File: src/rtl/stage_execute.sv
// Execute stage: runs INC/DEC as a read-modify-write on the data tape and LEFT/RIGHT on the data pointer.
// Define STAGE_EXECUTE_CELL_CACHE_EN to keep the last written cell so back-to-back INC/DEC skip the read.
`timescale 1ns/1ps

`ifndef OPCODE_MSB
`define OPCODE_MSB 2
`endif
`ifndef OP_INC
`define OP_INC 3'd1
`endif
`ifndef OP_DEC
`define OP_DEC 3'd2
`endif
`ifndef OP_LEFT
`define OP_LEFT 3'd3
`endif
`ifndef OP_RIGHT
`define OP_RIGHT 3'd4
`endif

module stage_execute #(
  parameter int ADDR_WIDTH = 15,
  parameter int DATA_WIDTH = 8
) (
  input  logic                    clk,
  input  logic                    reset,
  input  logic [`OPCODE_MSB:0]    operation_in,
  input  logic                    drdy_in,
  output logic                    ack,
  output logic [ADDR_WIDTH-1:0]   mem_addr,
  output logic [DATA_WIDTH-1:0]   mem_wdata,
  output logic                    mem_we,
  output logic                    mem_req,
  input  logic                    mem_ack,
  input  logic [DATA_WIDTH-1:0]   mem_rdata,
  output logic [ADDR_WIDTH-1:0]   dp
);

  typedef enum logic [1:0] {S_IDLE, S_RD, S_WR, S_ACK} state_e;

  state_e                  state_q, state_d;
  logic [`OPCODE_MSB:0]    op_q, op_d;
  logic [ADDR_WIDTH-1:0]   dp_q, dp_d;
  logic [DATA_WIDTH-1:0]   cell_q, cell_d;
  logic                    cvld_q, cvld_d;
  logic                    ack_q, ack_d;
  logic                    req_q, req_d;
  logic                    we_q, we_d;
  logic [ADDR_WIDTH-1:0]   addr_q, addr_d;
  logic [DATA_WIDTH-1:0]   wdata_q, wdata_d;

  logic [DATA_WIDTH-1:0]   cached_step, read_step;
  logic                    cache_keep;

  function automatic logic [DATA_WIDTH-1:0] step(input logic [DATA_WIDTH-1:0] v, input logic dec);
    return dec ? v - 1'b1 : v + 1'b1;
  endfunction

  assign cached_step = step(cell_q, operation_in == `OP_DEC);
  assign read_step   = step(mem_rdata, op_q == `OP_DEC);

`ifdef STAGE_EXECUTE_CELL_CACHE_EN
  assign cache_keep = 1'b1;
`else
  assign cache_keep = 1'b0;
`endif

  always_comb begin
    state_d = state_q;
    op_d    = op_q;
    dp_d    = dp_q;
    cell_d  = cell_q;
    cvld_d  = cvld_q;
    ack_d   = ack_q;
    req_d   = req_q;
    we_d    = we_q;
    addr_d  = addr_q;
    wdata_d = wdata_q;
    case (state_q)
      S_IDLE: begin
        if (drdy_in) begin
          op_d = operation_in;
          case (operation_in)
            `OP_INC, `OP_DEC: begin
              req_d  = 1'b1;
              addr_d = dp_q;
              if (cvld_q) begin
                cell_d  = cached_step;
                wdata_d = cached_step;
                we_d    = 1'b1;
                state_d = S_WR;
              end else begin
                we_d    = 1'b0;
                state_d = S_RD;
              end
            end
            `OP_LEFT: begin
              dp_d    = dp_q - 1'b1;
              cvld_d  = 1'b0;
              state_d = S_ACK;
            end
            `OP_RIGHT: begin
              dp_d    = dp_q + 1'b1;
              cvld_d  = 1'b0;
              state_d = S_ACK;
            end
            default: state_d = S_ACK;
          endcase
        end
      end
      // Request stays up from read into write; the we flip marks the new access.
      S_RD: begin
        if (mem_ack) begin
          cell_d  = read_step;
          wdata_d = read_step;
          we_d    = 1'b1;
          state_d = S_WR;
        end
      end
      S_WR: begin
        if (mem_ack) begin
          req_d   = 1'b0;
          we_d    = 1'b0;
          cvld_d  = cache_keep;
          state_d = S_ACK;
        end
      end
      S_ACK: begin
        if (!ack_q) begin
          ack_d = 1'b1;
        end else if (!drdy_in) begin
          ack_d   = 1'b0;
          state_d = S_IDLE;
        end
      end
      default: state_d = S_IDLE;
    endcase
  end

  always_ff @(posedge clk) begin
    if (reset) begin
      state_q <= S_IDLE;
      op_q    <= '0;
      dp_q    <= '0;
      cell_q  <= '0;
      cvld_q  <= 1'b0;
      ack_q   <= 1'b0;
      req_q   <= 1'b0;
      we_q    <= 1'b0;
      addr_q  <= '0;
      wdata_q <= '0;
    end else begin
      state_q <= state_d;
      op_q    <= op_d;
      dp_q    <= dp_d;
      cell_q  <= cell_d;
      cvld_q  <= cvld_d;
      ack_q   <= ack_d;
      req_q   <= req_d;
      we_q    <= we_d;
      addr_q  <= addr_d;
      wdata_q <= wdata_d;
    end
  end

  assign ack       = ack_q;
  assign mem_req   = req_q;
  assign mem_we    = we_q;
  assign mem_addr  = addr_q;
  assign mem_wdata = wdata_q;
  assign dp        = dp_q;

endmodule
File: config.mk
export PLATFORM = sky130hd
export DESIGN_NAME = stage_execute
export DESIGN_NICKNAME = d
export VERILOG_FILES = /design/src/rtl/stage_execute.sv
export SDC_FILE = /design/constraint.sdc
export NUM_CORES = 1
export LEC_CHECK = 0
export ABC_AREA = 1
export CAP_MARGIN = 20
export CORE_MARGIN = 5
export CORE_UTILIZATION = 58
export CTS_BUF_LIST = sky130_fd_sc_hd__clkbuf_4 sky130_fd_sc_hd__clkbuf_8
export DETAILED_ROUTE_END_ITERATION = 12
export HOLD_SLACK_MARGIN = 0.03
export PLACE_DENSITY_LB_ADDON = 0.2
export SYNTH_ARGS = -nofsm -noshare
export SYNTH_HDL_FRONTEND = slang
export SYNTH_SLANG_ARGS = --single-unit
File: constraint.sdc
create_clock -name clk -period 3.73 [get_ports clk]
set_clock_uncertainty 0.15 [all_clocks]
set_input_delay 0.5595 -clock clk [delete_from_list [all_inputs] [get_ports clk]]
set_output_delay 0.5595 -clock clk [all_outputs]
set_load 0.05 [all_outputs]
==> results.toml <==
[setup_path]
endpoint_kind = "flip-flop"
critical_path_arrival_ns = 3.03
slowest_stage = "ha_1"
r2r_end = "dp[10]"
worst_setup_path_start_kind = "primary input"
regToRegStartpoint = "dp[0]"
worstSetupPathType = "in2reg"
cp_num_buf_inv = 2
cp_slowest_stage_delay_ns = 0.50
critPathMaxFanout = 12
path_common_cell = "nand2_1"
path_cells = "clkdlybuf4s50_1, nor2_1, nand2_1, ha_1, nand2_1, o21ai_2, nand2_1, nand2_1, nand4_1, nand3_1, nand3_1, nand2_1, inv_1"
crit_family = "simple AND/OR/NAND/NOR gates"
reg2reg_depth = 10
required_ns = 3.78
regToRegSetupSlack_ns = 1.52

[run_status]
status = "finished clean"

[grt]
grt_pass1_wl_um = 11920
grt_antenna_before_repair = 0
grt_max_degree = 36
grt_pass1_vias = 2704
grt-ovfl-total = 0
grt_usage = 0.2312

[die]
die_area_um2 = 6402
ios = 56
start_util = 0.5979
dieWidth_um = 80.01
core_um2 = 4755
fp-row-count = 25
fp.dieH_um = 80.01

[clock_network]
cts_buffers = 5
post_cts_buffers = 0
clk_latency_ns = 0.30
root_buffer = "clkbuf_8"
path_clk_slew_ns = 0.08
cts_tree = "done"
cts_max_path_buffers = 2
clock-sinks = 46
htreeDepth = 2
cts_resized = 0
ctsHoldBuffers = 0

[timing]
setup_viol = 0
slew-limit-headroom = 0.4037
maxSlewViolCount = 0
min_period_over_period = 0.7973
hold_violations = 0
period_needed_ns = 2.974
rsz0062_at_grt = "false"
setup-tns-final_ns = 0
tightest_slew_ns = 0.8934
fmax_mhz = 336.3

[yosys]
synthTopCellsByArea = "dfxtp_1, nand2_1, a21oi_1"
synthTopCellsByCount = "nand2_1, inv_1, nor2_1, a21oi_1, o21ai_0"
post-synth-top-count-cell = "nand2_1"
synth_edf_count = 0
avgSynthCellArea_um2 = 6.801
netlist_instances = 418
yosysSeqAreaShare = 0.3239
syn_area_um2 = 2843
netlist.top_cell.by_area = "dfxtp_1"
yosysTopAreaCellShare = 0.3239
postSynth.asyncResetShare = 0
synthDistinctLibCells = 36
ys_ff_latch = 46
synth_ff_type = "dfxtp_1"
synth_nets = 453
synth.yosys.warnings = 0

[cells_and_area]
nFillCells = 418
n_antenna_cell = 0
fin_nets = 508
syn_to_final_growth_pct = 25.48
fin_area_um2 = 3567
drive_gt1_frac = 0.04852

[placed_design]
place_area_um2 = 3453
port_buffers = 55
globalplace.congestion = 0.9445
dp_hpwl_um = 5228

[route]
drt_first_iter_violations = 115
drc = 0
wl_per_cell_um = 12.98
vias = 2898
drt_pre_antenna_iters = 4
vias_per_cell = 5.357
ant_nets = 0
drt_wl_total_um = 7022

[job]
drv_cap = 0

[min_path]
holdCritStartpoint = "mem_req"
whs_path_depth = 2
holdPathEnd = "mem_req"
holdCritPathClass = "reg2reg"

[power]
ir_drop_v = 0.0003536
p_leak_nw = 1.691
powerDensity_nw_per_um2 = 637.9
## routing by layer
metal,global-route usage,up-vias,share of wire
met5,0,-,0
met4,0.08277,0,0.023
met3,0.03837,16,0.043
met2,0.4098,86,0.49
met1,0.2788,1314,0.45
li1,-,1482,-
## cell families (layout without fill, tap and decap cells)
kind of cell / after synthesis / count (layout) / synth area share
buffers and inverters: 69 / 125 / 0.09419
DFF: 46 / 46 / 0.3239
adders and majority gates: 20 / 20 / 0.09331
xor gates and xnor gates: 9 / 9 / 0.02773
and+or+nand+nor: 160 / 160 / 0.2434
AOI/OAI and AO/OA: 114 / 114 / 0.2174
## cells in the final DEF, fill, tap and decap left out, types with 2 or more instances in the layout
cell             Yosys  routed
nand2_1             68      68
xnor2_1              3       3
o21ai_1              3       3
dfxtp_1             46      46
clkdlybuf4s50_1      0      55
or2_2                2       2
clkinv_1             2       2
nand2_2              2       2
o21ai_0             49      49
inv_1               56      56
nor2_1              52      52
ha_1                18      18
xor2_1               6       6
nand3_1             26      26
o211ai_1             2       2
fa_1                 2       2
clkbuf_4             0       2
a21oi_1             50      50
clkbuf_8             0       5
nand4_1              3       3
a41o_1               2       2
nor2_4               2       2
buf_4                1       3
## per-stage QoR
stage | total power [mW] | utilization | hold slack, ns | cells | worst slack [ns]
final | 2.276 | 0.7503 | 0.3310 | 541 | 0.7562
after global routing | 2.441 | 0.7503 | 0.3715 | 541 | 0.5627
after CTS | 2.274 | 0.7503 | 0.3355 | 541 | 0.7773
after detailed placement | 1.887 | 0.7263 | 0.3231 | 533 | 0.4696
after global placement | 1.859 | 0.7263 | 0.3196 | 533 | 0.5715
after floorplan | 1.573 | - | 0.3454 | 418 | 1.207
## tightest hold or removal path, stage by stage (launching register included)
cell	delay, ns
dfxtp_1	0.32
o21ai_0	0.07
a21oi_1	0.06
## cell type report
| cell class | instances | area (um^2) | area share |
|---|---|---|---|
| multi-input cells | 303 | 1654 | 0.4637 |
| flip-flops and latches | 46 | 920.9 | 0.2582 |
| repair buffers | 58 | 573.1 | 0.1606 |
| inverters | 59 | 221.5 | 0.06208 |
| clock buffers | 7 | 83.83 | 0.02350 |
| well taps | 67 | 83.83 | 0.02350 |
| clock inverters | 1 | 30.03 | 0.008418 |
## worst max-delay path by stage
stage / start / endpoint / slack [ns] / depth (start not counted)
after floorplan: operation_in[0] / dp[8] / 1.21 / 11
after global placement: operation_in[0] / dp[8] / 0.57 / 11
after detailed placement: operation_in[0] / dp[14] / 0.47 / 14
after CTS: operation_in[0] / dp[10] / 0.78 / 13
after global routing: operation_in[0] / dp[11] / 0.56 / 12
final: operation_in[0] / dp[10] / 0.76 / 13
## state kept, by name, summed over array words and instances (netlist names)
name       flops
mem_we         1
op_q           3
ack            1
state_q        2
mem_wdata      8
mem_req        1
mem_addr      15
dp            15
## power breakdown
group          leakage [nW]  total, mW  switching (mW)  internal, mW
registers             0.376      0.658          0.0768         0.582
clock network        0.0593      0.378           0.163         0.215
logic                  1.26       1.24           0.814         0.425
Power figures use the tool's default switching activity.
==> variant, RTL diff (same flow settings) <==
Encoding of `state_e`: now one-hot (4 bits for 4 states).
--- a/src/rtl/stage_execute.sv
+++ b/src/rtl/stage_execute.sv
@@ -36,7 +36,7 @@
   output logic [ADDR_WIDTH-1:0]   dp
 );
 
-  typedef enum logic [1:0] {S_IDLE, S_RD, S_WR, S_ACK} state_e;
+  typedef enum logic [3:0] {S_IDLE = 4'b0001, S_RD = 4'b0010, S_WR = 4'b0100, S_ACK = 4'b1000} state_e;
 
   state_e                  state_q, state_d;
   logic [`OPCODE_MSB:0]    op_q, op_d;
Behaviour: no difference found for any inputs over 10 cycles, from zero or initial values and one cycle with reset high; not proved beyond that.
==> variant against the unedited design <==
Sequential power fell by 10%. Count of clock-buffer cells in the layout down 1. Register-to-register slack worse by 30 ps. Setup slack got worse by 160 ps. Sequential cell count is 2 higher. Routed wire length rose by 1.9%. Total power down 32%. Area after synthesis increased by 2.0%. Final area increased by 0.18%.
==> variant: results (changes against the unedited design) <==
* YS warnings at 0 (unchanged)
* First-pass DRT Iterations at 5 (+1)
* Max-slew headroom at 0.414 (+0.0101)
* Worst setup endpoint: dp[13]$_SDFFE_PP0P_
* FF-to-FF path depth at 13 (+3)
* Post-CTS Setup Bufs at 0 (unchanged)
* First-pass GRT wire length at 12.2 mm (+2.5%)
* Status: completed
* Reg2Reg Setup Slack at 1490 ps (-30 ps)
* Reg clk slew, reported paths at 90 ps
* Reg2reg end: dp[14]$_SDFFE_PP0P_
* DRT iter0 DRCs at 108 (-6.1%)
* Finished Cell Area at 3570 um2 (+0.18%)
* Data arrival time of the worst path at 3180 ps (+150 ps)
* Vias in the first global route at 2683 (-0.78%)
* IO buf count at 55 (unchanged)
* Beginning of the worst hold path: mem_wdata[1]$_SDFFE_PP0P_
* Syn_nets at 454 (+0.22%)
* Max rail drop VDD at 312 uV (-12%)
* Crit path max-delay family: simple AND/OR/NAND/NOR gates
* Worst Hold Class: register to register
* Layout cells sized above 1 at 0.0608 (+0.0123)
* Hpwl dp at 5.47 mm (+4.6%)
* Seq/Total Area, Yosys at 0.331 (+0.00738)
* DP Area at 3480 um2 (+0.65%)
* Largest cells by area after synthesis: dfxtp_1 (33%), nand2_1 (10%), a21oi_1 (8.6%)
* Netlist cell types at 42 (+17%)
* Leak at 1.67 nW (-1.3%)
* Largest net degree at the start of global routing at 36 (unchanged)
* Final Routed Wirelength at 7.16 mm (+1.9%)
* Gpl congestion at 0.888 (-6.0%)
* Nets@finish at 506 (-0.39%)
* Worst path max stage delay at 540 ps (+40 ps)
* Worst path slowest cell: ha_1
* CP Max Fanout at 15 (+3)
* Worst skew pair latency at 300 ps (about the same)
* Overall routing resource usage at 0.234 (+0.00265)
* Vias/cell at 5.36 (about the same)
* Post-synth top cells: nand2_1 (78), inv_1 (56), a21oi_1 (50)
* Fillcell total at 424 (+1.4%)
* Initial antenna violation count at 0 (unchanged)
==> variant: cell types whose count changed after synthesis, moves of 3 or more <==
cell / change
ha_1: -4
inv_2: +5
nand2_1: +10
nand3_1: -3
nand4_1: +5
nor2_1: -10
nor2_2: +3
o21a_1: +4
o21ai_0: -10
o21ai_1: +4
==> variant: metal layers <==
layer  part of all wire  global-route usage  wire length [um]  up-vias
met5                  0                   0                 0        -
met4              0.015              0.0709               109        0
met3              0.044              0.0370               312       15
met2               0.47               0.401              3370       78
met1               0.47               0.302              3360     1320
li1                   -                   -                 -     1502
==> variant: logic make-up after synthesis <==
family	count (synthesis)	synth area share
AO/OA/AOI/OAI	112	0.212
XOR/XNOR	8	0.0242
adder cells (fa/ha/maj)	15	0.0673
flip-flops	48	0.331
AND/OR/NAND/NOR	168	0.263
buffers and inverters	73	0.103
==> variant: layout make-up <==
type                            count  share of cell area
Inverter                           63              0.0669
Clock inverter                      2             0.00420
Sequential cell                    48               0.269
Timing Repair Buffer               55               0.154
Tap cell                           67              0.0235
Multi-Input combinational cell    303               0.459
Clock buffer                        6              0.0231
==> variant: how the worst min path moves through the flow <==
stage	cells past startpoint	slack, ps	to
3_5_place_dp	2	300	mem_wdata[1]$_SDFFE_PP0P_
4_1_cts	2	320	mem_wdata[1]$_SDFFE_PP0P_
3_3_place_gp	2	300	mem_wdata[1]$_SDFFE_PP0P_
6_report	2	310	mem_wdata[1]$_SDFFE_PP0P_
2_1_floorplan	2	380	op_q[0]$_SDFFE_PP0P_
5_1_grt	2	330	mem_wdata[1]$_SDFFE_PP0P_
==> variant: worst reg2reg max path, cell delays in order, from the launching register on <==
cell and delay (ps):
dfxtp_1 460, inv_1 130, fa_1 460, inv_1 110, nand3_1 80, nand2_1 140, nand2_1 70, nand2_1 110
nand3_1 100, nand2_1 80, nand2_1 40, nand2_1 60, nand2_1 50, a21oi_1 120
==> variant: where the power goes <==
group / leakage, nW / internal [mW] / switching [mW] / total [mW]
logic: 1.23 / 0.220 / 0.419 / 0.638
clock network: 0.0434 / 0.150 / 0.175 / 0.325
registers: 0.391 / 0.554 / 0.0363 / 0.590
==> variant: stage by stage <==
stage	power [mW]	cells	setup WS (ps)
3_3_place_gp	1.22	536	399
2_1_floorplan	1.07	424	1200
3_5_place_dp	1.23	536	316
4_1_cts	1.56	544	617
6_report	1.55	544	599
5_1_grt	1.67	544	392
